## src/rtl/opt_rr_scheduler.sv

```systemverilog
// Round-robin scheduler granting one optical output port to one of
// P_CHANNEL_NUM requesters, with switch reconfiguration handshake,
// bounded hold time and a guard dead-time between grants.
//
// Ports:
//   i_clk          rising-edge clock
//   i_rst_n        asynchronous active-low reset
//   i_req          per-channel request level
//   i_release      per-channel release (only the grantee's bit counts)
//   i_reconf_done  pulse: optical path settled (honoured in WAIT_CFG only)
//   o_grant        registered one-hot grant, zero when idle
//   o_grant_valid  grantee owns the settled path
//   o_reconf_start one-cycle pulse asking the configurator to switch
//   o_timeout      one-cycle pulse on a forced hold termination
//   o_busy         high in every state except IDLE
module opt_rr_scheduler #(
    parameter int unsigned P_CHANNEL_NUM  = 8,
    parameter int unsigned P_MAX_HOLD     = 256,
    parameter int unsigned P_GUARD_CYCLES = 16
) (
    input  logic                     i_clk,
    input  logic                     i_rst_n,
    input  logic [P_CHANNEL_NUM-1:0] i_req,
    input  logic [P_CHANNEL_NUM-1:0] i_release,
    input  logic                     i_reconf_done,
    output logic [P_CHANNEL_NUM-1:0] o_grant,
    output logic                     o_grant_valid,
    output logic                     o_reconf_start,
    output logic                     o_timeout,
    output logic                     o_busy
);

    localparam int unsigned N       = P_CHANNEL_NUM;
    localparam int unsigned HOLD_W  = (P_MAX_HOLD > 1) ? $clog2(P_MAX_HOLD) : 1;
    localparam int unsigned GUARD_W = (P_GUARD_CYCLES > 1) ? $clog2(P_GUARD_CYCLES) : 1;
    localparam logic [HOLD_W-1:0]  HOLD_LAST  = HOLD_W'(P_MAX_HOLD - 1);
    localparam logic [GUARD_W-1:0] GUARD_LAST = GUARD_W'(P_GUARD_CYCLES - 1);

    typedef enum logic [2:0] {
        ST_IDLE,
        ST_ARB,
        ST_WAIT_CFG,
        ST_HOLD,
        ST_GUARD
    } state_t;

    state_t              state_q, state_d;
    logic [N-1:0]        req_q, req_d;
    logic [N-1:0]        prio_q, prio_d;
    logic [N-1:0]        grant_q, grant_d;
    logic                valid_q, valid_d;
    logic                reconf_q, reconf_d;
    logic                timeout_q, timeout_d;
    logic                busy_q, busy_d;
    logic [HOLD_W-1:0]   hold_q, hold_d;
    logic [GUARD_W-1:0]  guard_q, guard_d;

    logic [2*N-1:0]      req_dbl;
    logic [2*N-1:0]      arb_dbl;
    logic [N-1:0]        arb_grant;
    logic [N-1:0]        grant_rot;
    logic                release_hit;
    logic                limit_hit;

    // Wrapping priority search: the subtraction clears the first request at
    // or above the pointer; the doubled vector supplies the wrap-around.
    assign req_dbl   = {req_q, req_q};
    assign arb_dbl   = req_dbl & ~(req_dbl - {{N{1'b0}}, prio_q});
    assign arb_grant = arb_dbl[N-1:0] | arb_dbl[2*N-1:N];

    // Next priority pointer: one above the channel just served.
    assign grant_rot = {grant_q[N-2:0], grant_q[N-1]};

    assign release_hit = |(i_release & grant_q);
    assign limit_hit   = (hold_q == HOLD_LAST);

    // Next-state and next-output logic.
    always_comb begin
        state_d   = state_q;
        req_d     = req_q;
        prio_d    = prio_q;
        grant_d   = grant_q;
        valid_d   = valid_q;
        reconf_d  = 1'b0;
        timeout_d = 1'b0;
        hold_d    = hold_q;
        guard_d   = guard_q;

        unique case (state_q)
            ST_IDLE: begin
                if (|i_req) begin
                    req_d   = i_req;
                    state_d = ST_ARB;
                end
            end
            ST_ARB: begin
                if (|arb_grant) begin
                    grant_d  = arb_grant;
                    reconf_d = 1'b1;
                    state_d  = ST_WAIT_CFG;
                end else begin
                    // Unreachable with a captured non-zero request.
                    grant_d = '0;
                    state_d = ST_IDLE;
                end
            end
            ST_WAIT_CFG: begin
                if (i_reconf_done) begin
                    valid_d = 1'b1;
                    hold_d  = '0;
                    state_d = ST_HOLD;
                end
            end
            ST_HOLD: begin
                if (release_hit || limit_hit) begin
                    // A release in the limit cycle wins over the timeout.
                    timeout_d = limit_hit & ~release_hit;
                    prio_d    = grant_rot;
                    grant_d   = '0;
                    valid_d   = 1'b0;
                    guard_d   = '0;
                    state_d   = ST_GUARD;
                end else begin
                    hold_d = hold_q + HOLD_W'(1);
                end
            end
            ST_GUARD: begin
                if (guard_q == GUARD_LAST) begin
                    state_d = ST_IDLE;
                end else begin
                    guard_d = guard_q + GUARD_W'(1);
                end
            end
            default: begin
                state_d = ST_IDLE;
                grant_d = '0;
                valid_d = 1'b0;
            end
        endcase

        busy_d = (state_d != ST_IDLE);
    end

    // State and output registers.
    always_ff @(posedge i_clk or negedge i_rst_n) begin
        if (!i_rst_n) begin
            state_q   <= ST_IDLE;
            req_q     <= '0;
            prio_q    <= N'(1);
            grant_q   <= '0;
            valid_q   <= 1'b0;
            reconf_q  <= 1'b0;
            timeout_q <= 1'b0;
            busy_q    <= 1'b0;
            hold_q    <= '0;
            guard_q   <= '0;
        end else begin
            state_q   <= state_d;
            req_q     <= req_d;
            prio_q    <= prio_d;
            grant_q   <= grant_d;
            valid_q   <= valid_d;
            reconf_q  <= reconf_d;
            timeout_q <= timeout_d;
            busy_q    <= busy_d;
            hold_q    <= hold_d;
            guard_q   <= guard_d;
        end
    end

    assign o_grant        = grant_q;
    assign o_grant_valid  = valid_q;
    assign o_reconf_start = reconf_q;
    assign o_timeout      = timeout_q;
    assign o_busy         = busy_q;

endmodule

```

## config.mk

```make
export PLATFORM = sky130hd
export DESIGN_NAME = opt_rr_scheduler
export DESIGN_NICKNAME = d
export VERILOG_FILES = /design/src/rtl/opt_rr_scheduler.sv
export SDC_FILE = /design/constraint.sdc
export NUM_CORES = 1
export LEC_CHECK = 0
export ABC_AREA = 1
export CORE_MARGIN = 2
export CORE_UTILIZATION = 45
export CTS_CLUSTER_DIAMETER = 60
export DETAILED_ROUTE_END_ITERATION = 7
export PLACE_DENSITY = 0.69
export RECOVER_POWER = 25
export SLEW_MARGIN = 20
export SYNTH_ARGS = -nofsm -noshare
export SYNTH_HDL_FRONTEND = slang
export SYNTH_SLANG_ARGS = --single-unit
```

## constraint.sdc

```tcl
create_clock -name i_clk -period 4.05 [get_ports i_clk]
set_input_delay 0.405 -clock i_clk [delete_from_list [all_inputs] [get_ports i_clk]]
set_output_delay 0.405 -clock i_clk [all_outputs]
set_load 0.03 [all_outputs]
```

==> results.ini <==
[outcome]
outcome=finished with violations
violations=max-capacitance violations, max-slew violations

[layout]
design_area_sq_um=3140
final_common_cell=nand2_1
nFillCells=591
final_layout_size_suffix_gt1_frac=0.0576
final_core_util=0.540
final_nets=427
mostFrequentLayoutCells=103 x nand2_1, 59 x inv_1, 42 x dfrtp_1
instances_no_fill=474
n_antenna_cell=0
syn_to_final_growth_pct=18.0
multi_input_area_sq_um=1330
ff_latch_area_sq_um=1080

[drt]
antenna_left=0
drc_errors=0
viasPerCell=5.13
drt-initial-drc-count=132
routed_wl_mm=6.05
avgRoutedWirePerCell_um=12.8
first_pass_iters=4
vias=2431

[synthesis]
ys_seq_elements=43
ys_types=33
avgSynthCellArea_sq_um=7.31
seq_area_frac_synth=0.405
yosys_warnings=0
syn-cell-area_sq_um=2660
postSynthCellCount=364
syn-num-nets=393

[clocking]
cts_sinks=43
cts.clk_slew.worst_paths_ns=0.09
cts-root-buf=clkbuf_8
clock_latency_ns=0.30
cts_buffers=5
cts-resized-gates=0
postCtsHoldBufs=0
postCtsSetupBuffers=0
htreeDepth=2
cts_buffer_depth=2
cts_tree=done

[sta]
tightest_slew_ns=2.26
finalSetupViolations=0
period_share=0.557
rsz0062_at_grt=no
skew_ns=0.00810
setup_tns_ns=0
hold_viol_final=0
timing.final.crit_period_ns=2.26
max_freq_mhz=443
slew_violations=44
maxSlewHeadroom=-0.505

[setup_path]
cp-start-kind=flop
critPathTopFamily=simple AND/OR/NAND/NOR gates
crit_chain=inv_1, nand2_1, inv_1, fa_1, inv_1, nand3_1, a21oi_1, o21ai_0, nand2_1, nand3_1, nor2_1, nand2_1, nand2_1, nand3_1
crit_path_end_kind=flop
crit_arrival_ns=2.44
cp.buffers_inverters=3
cp_common_cell=nand2_1
critPathMaxFanout=4
cp_slowest_cell=dfrtp_1
critPathKind=flop to flop
cp.required_ns=4.24
slowest_delay_ns=0.41

[power_and_ir_drop]
power.share.switching=0.489
leakage_nw=1.59
combPwrFrac=0.566
pwr-share-clk=0.147
p_sw_mw=1.19
p_int_mw=1.25
ir_drop_mv=0.317
seqPwrFrac=0.287
power.density_nw_per_um2=777

[placed_design]
gp_congestion=0.898
placed_area_sq_um=3020
dp_hpwl_mm=4.76
place_inst=466
io_buffers=30

[global_routing]
grt_pass1_wl_mm=10.4
grt_pass1_vias=2232
overflow=0
antenna_found_initial=0
grt_max_degree=44
grt_usage=0.209

[die]
core_sq_um=5820
die_x_um=80.9
start_util=0.458
dieArea_sq_um=6550
die_y_um=80.9
rows=28
boundaryPins=31

[min_path]
holdCritPathClass=flop to flop

[run]
max_cap_violations=1

[power by group through the flow]
stage | registers, mW | clock network, mW | logic [mW]
6_report | 0.700 | 0.359 | 1.38
4_1_cts | 0.697 | 0.370 | 1.38
2_1_floorplan | 0.710 | 0 | 1.02
3_3_place_gp | 0.705 | 0 | 1.36
5_1_grt | 0.718 | 0.388 | 1.59
3_5_place_dp | 0.704 | 0 | 1.37
[synthesized netlist by cell type]
cell type  count  area (sq um)
a21o_1         2          15.0
a21oi_1       10          50.1
a221oi_4       1          26.3
a22o_2         2          20.0
and2_1         1          6.26
and3_1         1          6.26
buf_6          1          11.3
buf_8          1          15.0
clkbuf_1       1          3.75
dfrtp_1       42          1050
dfstp_2        1          26.3
fa_1           1          20.0
ha_1           9           113
inv_1         59           221
inv_2          2          7.51
nand2_1      103           387
nand2_2        2          12.5
nand2_4        1          11.3
nand3_1       29           145
nand3b_1       3          22.5
nand4_1       10          62.6
nand4_4        1          21.3
nor2_1        34           128
nor2_2         1          6.26
nor3_1         2          10.0
nor3_4         1          16.3
o211ai_1       1          7.51
o21ai_0       29           145
o21ai_1        3          15.0
o21ai_2        1          8.76
o31ai_1        2          15.0
or2_2          2          12.5
xor2_1         5          43.8
[cells by family (layout without fill, tap and decap cells)]
logic type	Yosys count	count (layout)	share of synthesized area
flip-flops	43	43	0.405
adder cells (fa/ha/maj)	10	10	0.0498
buffers and inverters	64	99	0.0973
XOR/XNOR	5	5	0.0164
AO/OA/AOI/OAI	51	51	0.114
AND/OR/NAND/NOR	191	191	0.318
[worst reg2reg max path, stage by stage (launching register included)]
cell and delay [ns]:
dfrtp_1 0.41, inv_1 0.11, nand2_1 0.12, inv_1 0.06, fa_1 0.38, inv_1 0.12
nand3_1 0.13, a21oi_1 0.18, o21ai_0 0.11, nand2_1 0.10, nand3_1 0.07, nor2_1 0.11
nand2_1 0.07, nand2_1 0.10, nand3_1 0.08
[routing by layer]
metal  track usage  share of wire  up-vias
met2         0.311           0.44       78
met5             0              0        -
li1              -              -     1240
met4        0.0644          0.020        0
met1         0.301           0.48     1101
met3        0.0489          0.059       12
[state kept, by name, summed over array words and instances, names as in the netlist]
signal,cells
guard_q,4
hold_q,8
o_busy,1
o_grant,8
o_grant_valid,1
o_reconf_start,1
o_timeout,1
prio_q,8
req_q,8
state_q,3
[area by class of cell]
class | instances | share of cell area
clock buffers | 6 | 0.0263
flip-flops and latches | 43 | 0.343
well taps | 75 | 0.0299
inverters | 61 | 0.0729
repair buffers | 30 | 0.0936
clock inverters | 2 | 0.0123
multi-input cells | 257 | 0.422
[per-stage QoR]
stage                     worst slack (ns)  total power, mW  hold slack, ns
after CTS                             1.83             2.44           0.277
after global routing                  1.40             2.70           0.545
after global placement                1.60             2.07           0.467
after detailed placement              1.64             2.08           0.462
after floorplan                       2.11             1.73           0.109
final                                 1.79             2.44           0.481
[path summary, 6_finish.rpt]
path	start	depth (start not counted)	to	slack, ns
max	req_q[0]$_DFFE_PN0P_	14	o_busy$_DFF_PN0_	1.79
min	o_grant_valid$_DFFE_PN0P_	2	o_grant_valid$_DFFE_PN0P_	0.48
max reg2reg	req_q[0]$_DFFE_PN0P_	14	o_busy$_DFF_PN0_	1.79
min reg2reg	o_grant_valid$_DFFE_PN0P_	2	o_grant_valid$_DFFE_PN0P_	0.48
max in group asynchronous	i_rst_n	1	o_grant[4]$_DFFE_PN0P_	2.00
min in group asynchronous	i_rst_n	1	hold_q[5]$_DFFE_PN0P_	0.77
Power figures use the tool's default switching activity.
